--- src/rtl/mem_req_if.sv ---
// Request/response and memory-side bundle for mem_req_ctrl.
// slave: the controller side. master: the requester plus the memory it drives.
interface mem_req_if #(
    parameter int ADDR_W = 4,
    parameter int DATA_W = 8
);
    // Request channel
    logic              req_valid;
    logic              req_ready;
    logic              req_wr;
    logic [ADDR_W-1:0] req_addr;
    logic [DATA_W-1:0] req_wdata;

    // Response channel
    logic              rsp_valid;
    logic              rsp_ready;
    logic [DATA_W-1:0] rsp_rdata;
    logic              rsp_err;

    // Memory port
    logic              mem_rw;
    logic [ADDR_W-1:0] mem_addr;
    logic [DATA_W-1:0] mem_data_in;
    logic [DATA_W-1:0] mem_data_out;
    logic              mem_data_valid;

    modport slave (
        input  req_valid, req_wr, req_addr, req_wdata,
        output req_ready,
        output rsp_valid, rsp_rdata, rsp_err,
        input  rsp_ready,
        output mem_rw, mem_addr, mem_data_in,
        input  mem_data_out, mem_data_valid
    );

    modport master (
        output req_valid, req_wr, req_addr, req_wdata,
        input  req_ready,
        input  rsp_valid, rsp_rdata, rsp_err,
        output rsp_ready,
        input  mem_rw, mem_addr, mem_data_in,
        output mem_data_out, mem_data_valid
    );
endinterface

--- src/rtl/mem_req_ctrl.sv ---
// Single-outstanding request controller in front of a 16x8 memory.
// Sequences writes (one mem_rw=0 cycle) and reads (wait for mem_data_valid,
// bounded by TIMEOUT), and returns exactly one response per request.
// Optional macro MEM_REQ_CTRL_INIT_EN adds a post-reset zero-fill of the memory.
module mem_req_ctrl #(
    parameter int ADDR_W  = 4,
    parameter int DATA_W  = 8,
    parameter int TIMEOUT = 15
) (
    input  logic     clk,
    input  logic     rst_n,
    mem_req_if.slave bus
);
    localparam int CNT_W = 8;

    typedef enum logic [2:0] {
        IDLE,
        WRITE,
        READ,
        RESP
`ifdef MEM_REQ_CTRL_INIT_EN
        , INIT
`endif
    } state_t;

    state_t            state, state_next;
    logic [CNT_W-1:0]  cnt, cnt_next, cnt_inc;
    logic              rsp_valid, rsp_valid_next;
    logic [DATA_W-1:0] rsp_rdata, rsp_rdata_next;
    logic              rsp_err, rsp_err_next;
    logic              mem_rw, mem_rw_next;
    logic [ADDR_W-1:0] mem_addr, mem_addr_next;
    logic [DATA_W-1:0] mem_data_in, mem_data_in_next;

    assign cnt_inc = cnt + CNT_W'(1);

    // Next-state and next-output decode; every registered output is computed here.
    always_comb begin
        // NOTE: every target gets a default first, so no path can infer a latch.
        state_next       = state;
        cnt_next         = cnt;
        rsp_valid_next   = 1'b0;
        rsp_rdata_next   = rsp_rdata;
        rsp_err_next     = rsp_err;
        mem_rw_next      = 1'b1;
        mem_addr_next    = mem_addr;
        mem_data_in_next = mem_data_in;

        case (state)
            IDLE: begin
                if (bus.req_valid) begin
                    mem_addr_next = bus.req_addr;
                    cnt_next      = '0;
                    if (bus.req_wr) begin
                        state_next       = WRITE;
                        mem_rw_next      = 1'b0;
                        mem_data_in_next = bus.req_wdata;
                    end else begin
                        state_next = READ;
                    end
                end
            end

            WRITE: begin
                state_next     = RESP;
                rsp_err_next   = 1'b0;
                rsp_rdata_next = '0;
            end

            READ: begin
                cnt_next = cnt_inc;
                // The first READ cycle may still see a valid left over from the
                // previous address, so data is only taken from cycle two on.
                // Data has priority over a timeout landing in the same cycle.
                if ((cnt != '0) && bus.mem_data_valid) begin
                    state_next     = RESP;
                    cnt_next       = '0;
                    rsp_err_next   = 1'b0;
                    rsp_rdata_next = bus.mem_data_out;
                end else if (cnt_inc == CNT_W'(TIMEOUT)) begin
                    state_next     = RESP;
                    cnt_next       = '0;
                    rsp_err_next   = 1'b1;
                    rsp_rdata_next = '0;
                end
            end

            RESP: begin
                // rsp_valid rises one cycle after entering RESP and drops on the
                // handshake edge, so a held-high rsp_ready sees exactly one beat.
                if (rsp_valid && bus.rsp_ready) begin
                    state_next = IDLE;
                end else begin
                    rsp_valid_next = 1'b1;
                end
            end

`ifdef MEM_REQ_CTRL_INIT_EN
            INIT: begin
                if (cnt == CNT_W'(16)) begin
                    state_next = IDLE;
                    cnt_next   = '0;
                end else begin
                    mem_rw_next      = 1'b0;
                    mem_addr_next    = cnt[ADDR_W-1:0];
                    mem_data_in_next = '0;
                    cnt_next         = cnt_inc;
                end
            end
`endif

            default: state_next = IDLE;
        endcase
    end

    // State and output registers; reset forces mem_rw high at once so no write can slip through.
    always_ff @(posedge clk or negedge rst_n) begin
        if (!rst_n) begin
`ifdef MEM_REQ_CTRL_INIT_EN
            state       <= INIT;
`else
            state       <= IDLE;
`endif
            cnt         <= '0;
            rsp_valid   <= 1'b0;
            rsp_rdata   <= '0;
            rsp_err     <= 1'b0;
            mem_rw      <= 1'b1;
            mem_addr    <= '0;
            mem_data_in <= '0;
        end else begin
            // NOTE: non-blocking assignments keep all registers updating from pre-edge values.
            state       <= state_next;
            cnt         <= cnt_next;
            rsp_valid   <= rsp_valid_next;
            rsp_rdata   <= rsp_rdata_next;
            rsp_err     <= rsp_err_next;
            mem_rw      <= mem_rw_next;
            mem_addr    <= mem_addr_next;
            mem_data_in <= mem_data_in_next;
        end
    end

    assign bus.req_ready   = (state == IDLE);
    assign bus.rsp_valid   = rsp_valid;
    assign bus.rsp_rdata   = rsp_rdata;
    assign bus.rsp_err     = rsp_err;
    assign bus.mem_rw      = mem_rw;
    assign bus.mem_addr    = mem_addr;
    assign bus.mem_data_in = mem_data_in;
endmodule

--- src/flat_wrapper.sv ---
// flat-port wrapper written by rule: the top's interface ports become plain ports
module mem_req_ctrl_flat 
#(
    parameter int ADDR_W  = 4,
    parameter int DATA_W  = 8,
    parameter int TIMEOUT = 15
)
  (clk, rst_n, bus_req_valid, bus_req_wr, bus_req_addr, bus_req_wdata, bus_req_ready, bus_rsp_valid, bus_rsp_rdata, bus_rsp_err, bus_rsp_ready, bus_mem_rw, bus_mem_addr, bus_mem_data_in, bus_mem_data_out, bus_mem_data_valid);
  mem_req_if #(.ADDR_W(ADDR_W), .DATA_W(DATA_W)) bus_i ();
  input  logic clk;
  input  logic rst_n;
  input wire logic [$bits(bus_i.req_valid)-1:0] bus_req_valid;
  input wire logic [$bits(bus_i.req_wr)-1:0] bus_req_wr;
  input wire logic [$bits(bus_i.req_addr)-1:0] bus_req_addr;
  input wire logic [$bits(bus_i.req_wdata)-1:0] bus_req_wdata;
  output wire logic [$bits(bus_i.req_ready)-1:0] bus_req_ready;
  output wire logic [$bits(bus_i.rsp_valid)-1:0] bus_rsp_valid;
  output wire logic [$bits(bus_i.rsp_rdata)-1:0] bus_rsp_rdata;
  output wire logic [$bits(bus_i.rsp_err)-1:0] bus_rsp_err;
  input wire logic [$bits(bus_i.rsp_ready)-1:0] bus_rsp_ready;
  output wire logic [$bits(bus_i.mem_rw)-1:0] bus_mem_rw;
  output wire logic [$bits(bus_i.mem_addr)-1:0] bus_mem_addr;
  output wire logic [$bits(bus_i.mem_data_in)-1:0] bus_mem_data_in;
  input wire logic [$bits(bus_i.mem_data_out)-1:0] bus_mem_data_out;
  input wire logic [$bits(bus_i.mem_data_valid)-1:0] bus_mem_data_valid;
  assign bus_i.req_valid = bus_req_valid;
  assign bus_i.req_wr = bus_req_wr;
  assign bus_i.req_addr = bus_req_addr;
  assign bus_i.req_wdata = bus_req_wdata;
  assign bus_req_ready = bus_i.req_ready;
  assign bus_rsp_valid = bus_i.rsp_valid;
  assign bus_rsp_rdata = bus_i.rsp_rdata;
  assign bus_rsp_err = bus_i.rsp_err;
  assign bus_i.rsp_ready = bus_rsp_ready;
  assign bus_mem_rw = bus_i.mem_rw;
  assign bus_mem_addr = bus_i.mem_addr;
  assign bus_mem_data_in = bus_i.mem_data_in;
  assign bus_i.mem_data_out = bus_mem_data_out;
  assign bus_i.mem_data_valid = bus_mem_data_valid;
  mem_req_ctrl #(.ADDR_W(ADDR_W), .DATA_W(DATA_W), .TIMEOUT(TIMEOUT)) u_core (.clk(clk), .rst_n(rst_n), .bus(bus_i));
endmodule
--- config.mk ---
export PLATFORM = sky130hd
export DESIGN_NAME = mem_req_ctrl_flat
export DESIGN_NICKNAME = d
export VERILOG_FILES = /design/src/rtl/mem_req_if.sv /design/src/rtl/mem_req_ctrl.sv /design/src/flat_wrapper.sv
export SDC_FILE = /design/constraint.sdc
export NUM_CORES = 1
export LEC_CHECK = 0
export CAP_MARGIN = 0
export CORE_MARGIN = 5
export CORE_UTILIZATION = 25
export CTS_CLUSTER_DIAMETER = 120
export DETAILED_ROUTE_END_ITERATION = 8
export PLACE_DENSITY_LB_ADDON = 0.2
export SETUP_SLACK_MARGIN = 0.15
export SYNTH_ARGS = -nofsm -noshare
export SYNTH_HDL_FRONTEND = slang
export SYNTH_SLANG_ARGS = --single-unit
export TNS_END_PERCENT = 50
--- constraint.sdc ---
create_clock -name clk -period 2.4 [get_ports clk]
set_input_delay 0.48 -clock clk [delete_from_list [all_inputs] [get_ports clk]]
set_output_delay 0.48 -clock clk [all_outputs]
set_load 0.02 [all_outputs]
==> reports/results.txt <==
Outcome -> finished clean
Register area -> 827 um^2
Worst hold slack -> 0.499 ns
Area of the mapped netlist -> 1520 um^2
Worst setup slack after layout -> 0.442 ns
Synth Register Bits -> 33
WS Path Type -> flop to flop
Routed Antenna Nets -> 0
Buffers added on ports -> 49
Crit path capture -> u_core.state[0]$_DFFE_PN0P_
CP endpoint kind -> flop
Num rows -> 28
Total GRT Usage -> 10.6%
Initial antenna violation count -> 0
Max Cap Viol -> 0
Largest net degree at the start of global routing -> 34
CP Launch Type -> flop
Dpl ws -> 0.321 ns
Worst path depth -> 6
Clock-pin slew on the worst setup and hold paths -> 0.07 ns
Cell Pwr Density -> 1220 nW/um^2
R2R depth -> 6
CP bufs+invs -> 0
Worst skew pair latency -> 0.28 ns
Die area -> 7760 um^2
Yosys top cell area share -> 52.5%
Via-per-instance ratio -> 4.60
P&R area growth vs syn -> 48.3%
Fill count -> 564
Synth top cells by count -> 32 x dfrtp_1, 12 x mux2_2, 10 x a22o_1, 9 x nand2_1, 9 x nor2_1
Number of remaining DRC errors -> 0
IO Count -> 50
Via count -> 1209
Area of the multi-input gates -> 671 um^2
Post-synthesis cell count -> 129
Antenna diode count -> 0
Die Height -> 88.1 um
CTS tree -> done
Share of layout cells above drive strength 1 -> 14.9%
Layout net count -> 219
Wirelength per Cell -> 14.2 um
First-pass detailed-route iteration total -> 4
Cell with the most instances after synthesis -> dfrtp_1
Syn_nets -> 161
CTS Buf Count -> 5
First-pass GRT wire length -> 6.35 mm
Max-Slew Margin vs Limit -> 63.6%
Root Driver -> clkbuf_8
Skew final -> 0.00672 ns
Final critical-path required period -> 1.96 ns
CP max stage delay -> 0.44 ns
Final setup TNS -> 0 ns
Worst Tran Pin Value -> 0.544 ns
Distinct cells, synth -> 33
Worst Hold Class -> flop to flop
Chip Width -> 88.1 um
Post-synth EDFFs -> 0
Clk buf depth -> 2
Ordered list of cells on the worst path -> ha_1 > or2b_1 > a211o_1 > o21bai_4 > nand2_2 > a22o_1
# H-tree levels -> 2
Vias in the first global route -> 1372
Leading area contributor after synthesis -> dfrtp_1
RR Endpoint -> u_core.state[0]$_DFFE_PN0P_
Crit path required time -> 2.57 ns
# setup viols final -> 0
FFs w/ async S/R, synth -> 100%
HPWL Detailed -> 2.89 mm
Maximum clock frequency -> 511 MHz
Reg2Reg Launch Point -> u_core.cnt[0]$_DFFE_PN0P_
Drt first-iter violations -> 30
Post-CTS Setup Bufs -> 0
Peak supply drop -> 583 uV
Max-slew violation count -> 0
Leakage power total -> 0.982 nW
Final Hold Fails -> 0
Crit path from -> u_core.cnt[0]$_DFFE_PN0P_
Final GP Congestion -> 0.862
Worst Path Arrival -> 2.12 ns
CORE AREA -> 5920 um^2
Total global routing overflow -> 0
Synth area leaders -> dfrtp_1 53%, mux2_2 8.9%, a22o_1 5.7%, ha_1 4.9%, o21ai_0 2.3%
Drt total wl -> 3.75 mm
Ys flop type -> dfrtp_1
Crit path max-delay family -> compound AO/OA/AOI/OAI gates
Synth Warn # -> 0
Unrepaired setup endpoints after global routing -> no
Period utilisation layout -> 81.6%
Initial core utilization -> 25.7%
Total chip power -> 2.75 mW
Slowest CP cell -> dfrtp_1
Syn Area/Cell -> 11.8 um^2
Sequential element share of the synthesized area -> 54.3%
Worst-path maximum fanout -> 6
R2R setup slack -> 0.44 ns
Clock Sinks -> 33
## layout make-up
class	count	share of cell area (%)
clock buffers	5	3.05
clock inverters	3	2.88
inverters	7	1.16
multi-input cells	89	29.7
flip-flops and latches	33	36.6
well taps	75	4.15
repair buffers	51	22.5
## flip-flops by register name (all words and copies together) (netlist names)
register,flops
u_core.bus.rsp_err,1
u_core.bus.mem_addr,4
u_core.bus.rsp_valid,1
u_core.cnt,8
u_core.bus.mem_rw,1
u_core.bus.rsp_rdata,8
u_core.state,2
u_core.bus.mem_data_in,8
## cell usage in the layout, fill, tap and decap left out, types with 2 or more instances in the layout
| cell | Yosys | layout |
|---|---|---|
| dfrtp_1 | 32 | 32 |
| nand3_1 | 4 | 4 |
| a21oi_1 | 5 | 5 |
| o31ai_1 | 2 | 2 |
| nor3_1 | 2 | 2 |
| nor2b_1 | 2 | 2 |
| clkdlybuf4s50_1 | 0 | 48 |
| mux2_2 | 12 | 12 |
| ha_1 | 6 | 6 |
| inv_1 | 7 | 7 |
| nand4_1 | 2 | 2 |
| nor2_1 | 9 | 9 |
| a22o_1 | 10 | 10 |
| o21ai_0 | 7 | 7 |
| clkbuf_8 | 0 | 5 |
| xor2_1 | 2 | 2 |
| buf_4 | 0 | 2 |
| nand2_1 | 9 | 9 |
| bufinv_16 | 0 | 2 |
## cells by family after synthesis
group                      synth area share [%]
buffers and inverters                      1.72
xor gates and xnor gates                   1.72
DFF                                        54.3
AOI/OAI and AO/OA                          16.2
muxes                                      9.52
adders and majority gates                  4.93
and+or+nand+nor                            11.7
## through the flow
stage / instance area, um^2 / util (%) / std cells
after global placement: 2120 / 35.9 / 255
after CTS: 2260 / 38.1 / 263
after floorplan: 1520 / - / 129
after detailed placement: 2120 / 35.9 / 255
after global routing: 2260 / 38.2 / 263
final: 2260 / 38.2 / 263
## how the worst min path moves through the flow
stage / startpoint / end / slack [ns] / cells after the start
2_1_floorplan: rst_n / u_core.bus.mem_addr[0]$_DFFE_PN0P_ / 0.18 / 0
3_3_place_gp: u_core.bus.rsp_rdata[2]$_DFFE_PN0P_ / u_core.bus.rsp_rdata[2]$_DFFE_PN0P_ / 0.49 / 1
3_5_place_dp: u_core.bus.rsp_rdata[7]$_DFFE_PN0P_ / u_core.bus.rsp_rdata[7]$_DFFE_PN0P_ / 0.49 / 1
4_1_cts: u_core.bus.rsp_rdata[3]$_DFFE_PN0P_ / u_core.bus.rsp_rdata[3]$_DFFE_PN0P_ / 0.50 / 1
5_1_grt: u_core.bus.rsp_rdata[7]$_DFFE_PN0P_ / u_core.bus.rsp_rdata[7]$_DFFE_PN0P_ / 0.52 / 1
6_report: u_core.bus.rsp_rdata[3]$_DFFE_PN0P_ / u_core.bus.rsp_rdata[3]$_DFFE_PN0P_ / 0.50 / 1
## power breakdown
part / internal, mW / switching, mW
Combinational: 0.615 / 0.638
Clock: 0.413 / 0.206
Sequential: 0.749 / 0.133
Total: 1.78 / 0.977
## per-layer routing
layer / track usage [%] / vias to the layer above / share of wire (%)
met5: 0 / - / 0
met4: 3.30 / 0 / 1.2
met3: 6.11 / 6 / 10
met2: 16.5 / 40 / 47
met1: 12.4 / 584 / 42
li1: - / 579 / -
## timing repair
action	4_1_cts	5_1_grt
setup endpoints to repair	0	1
hold buffers	0	0
resized for setup	0	1
No activity file was read; power rests on OpenSTA's default activity.
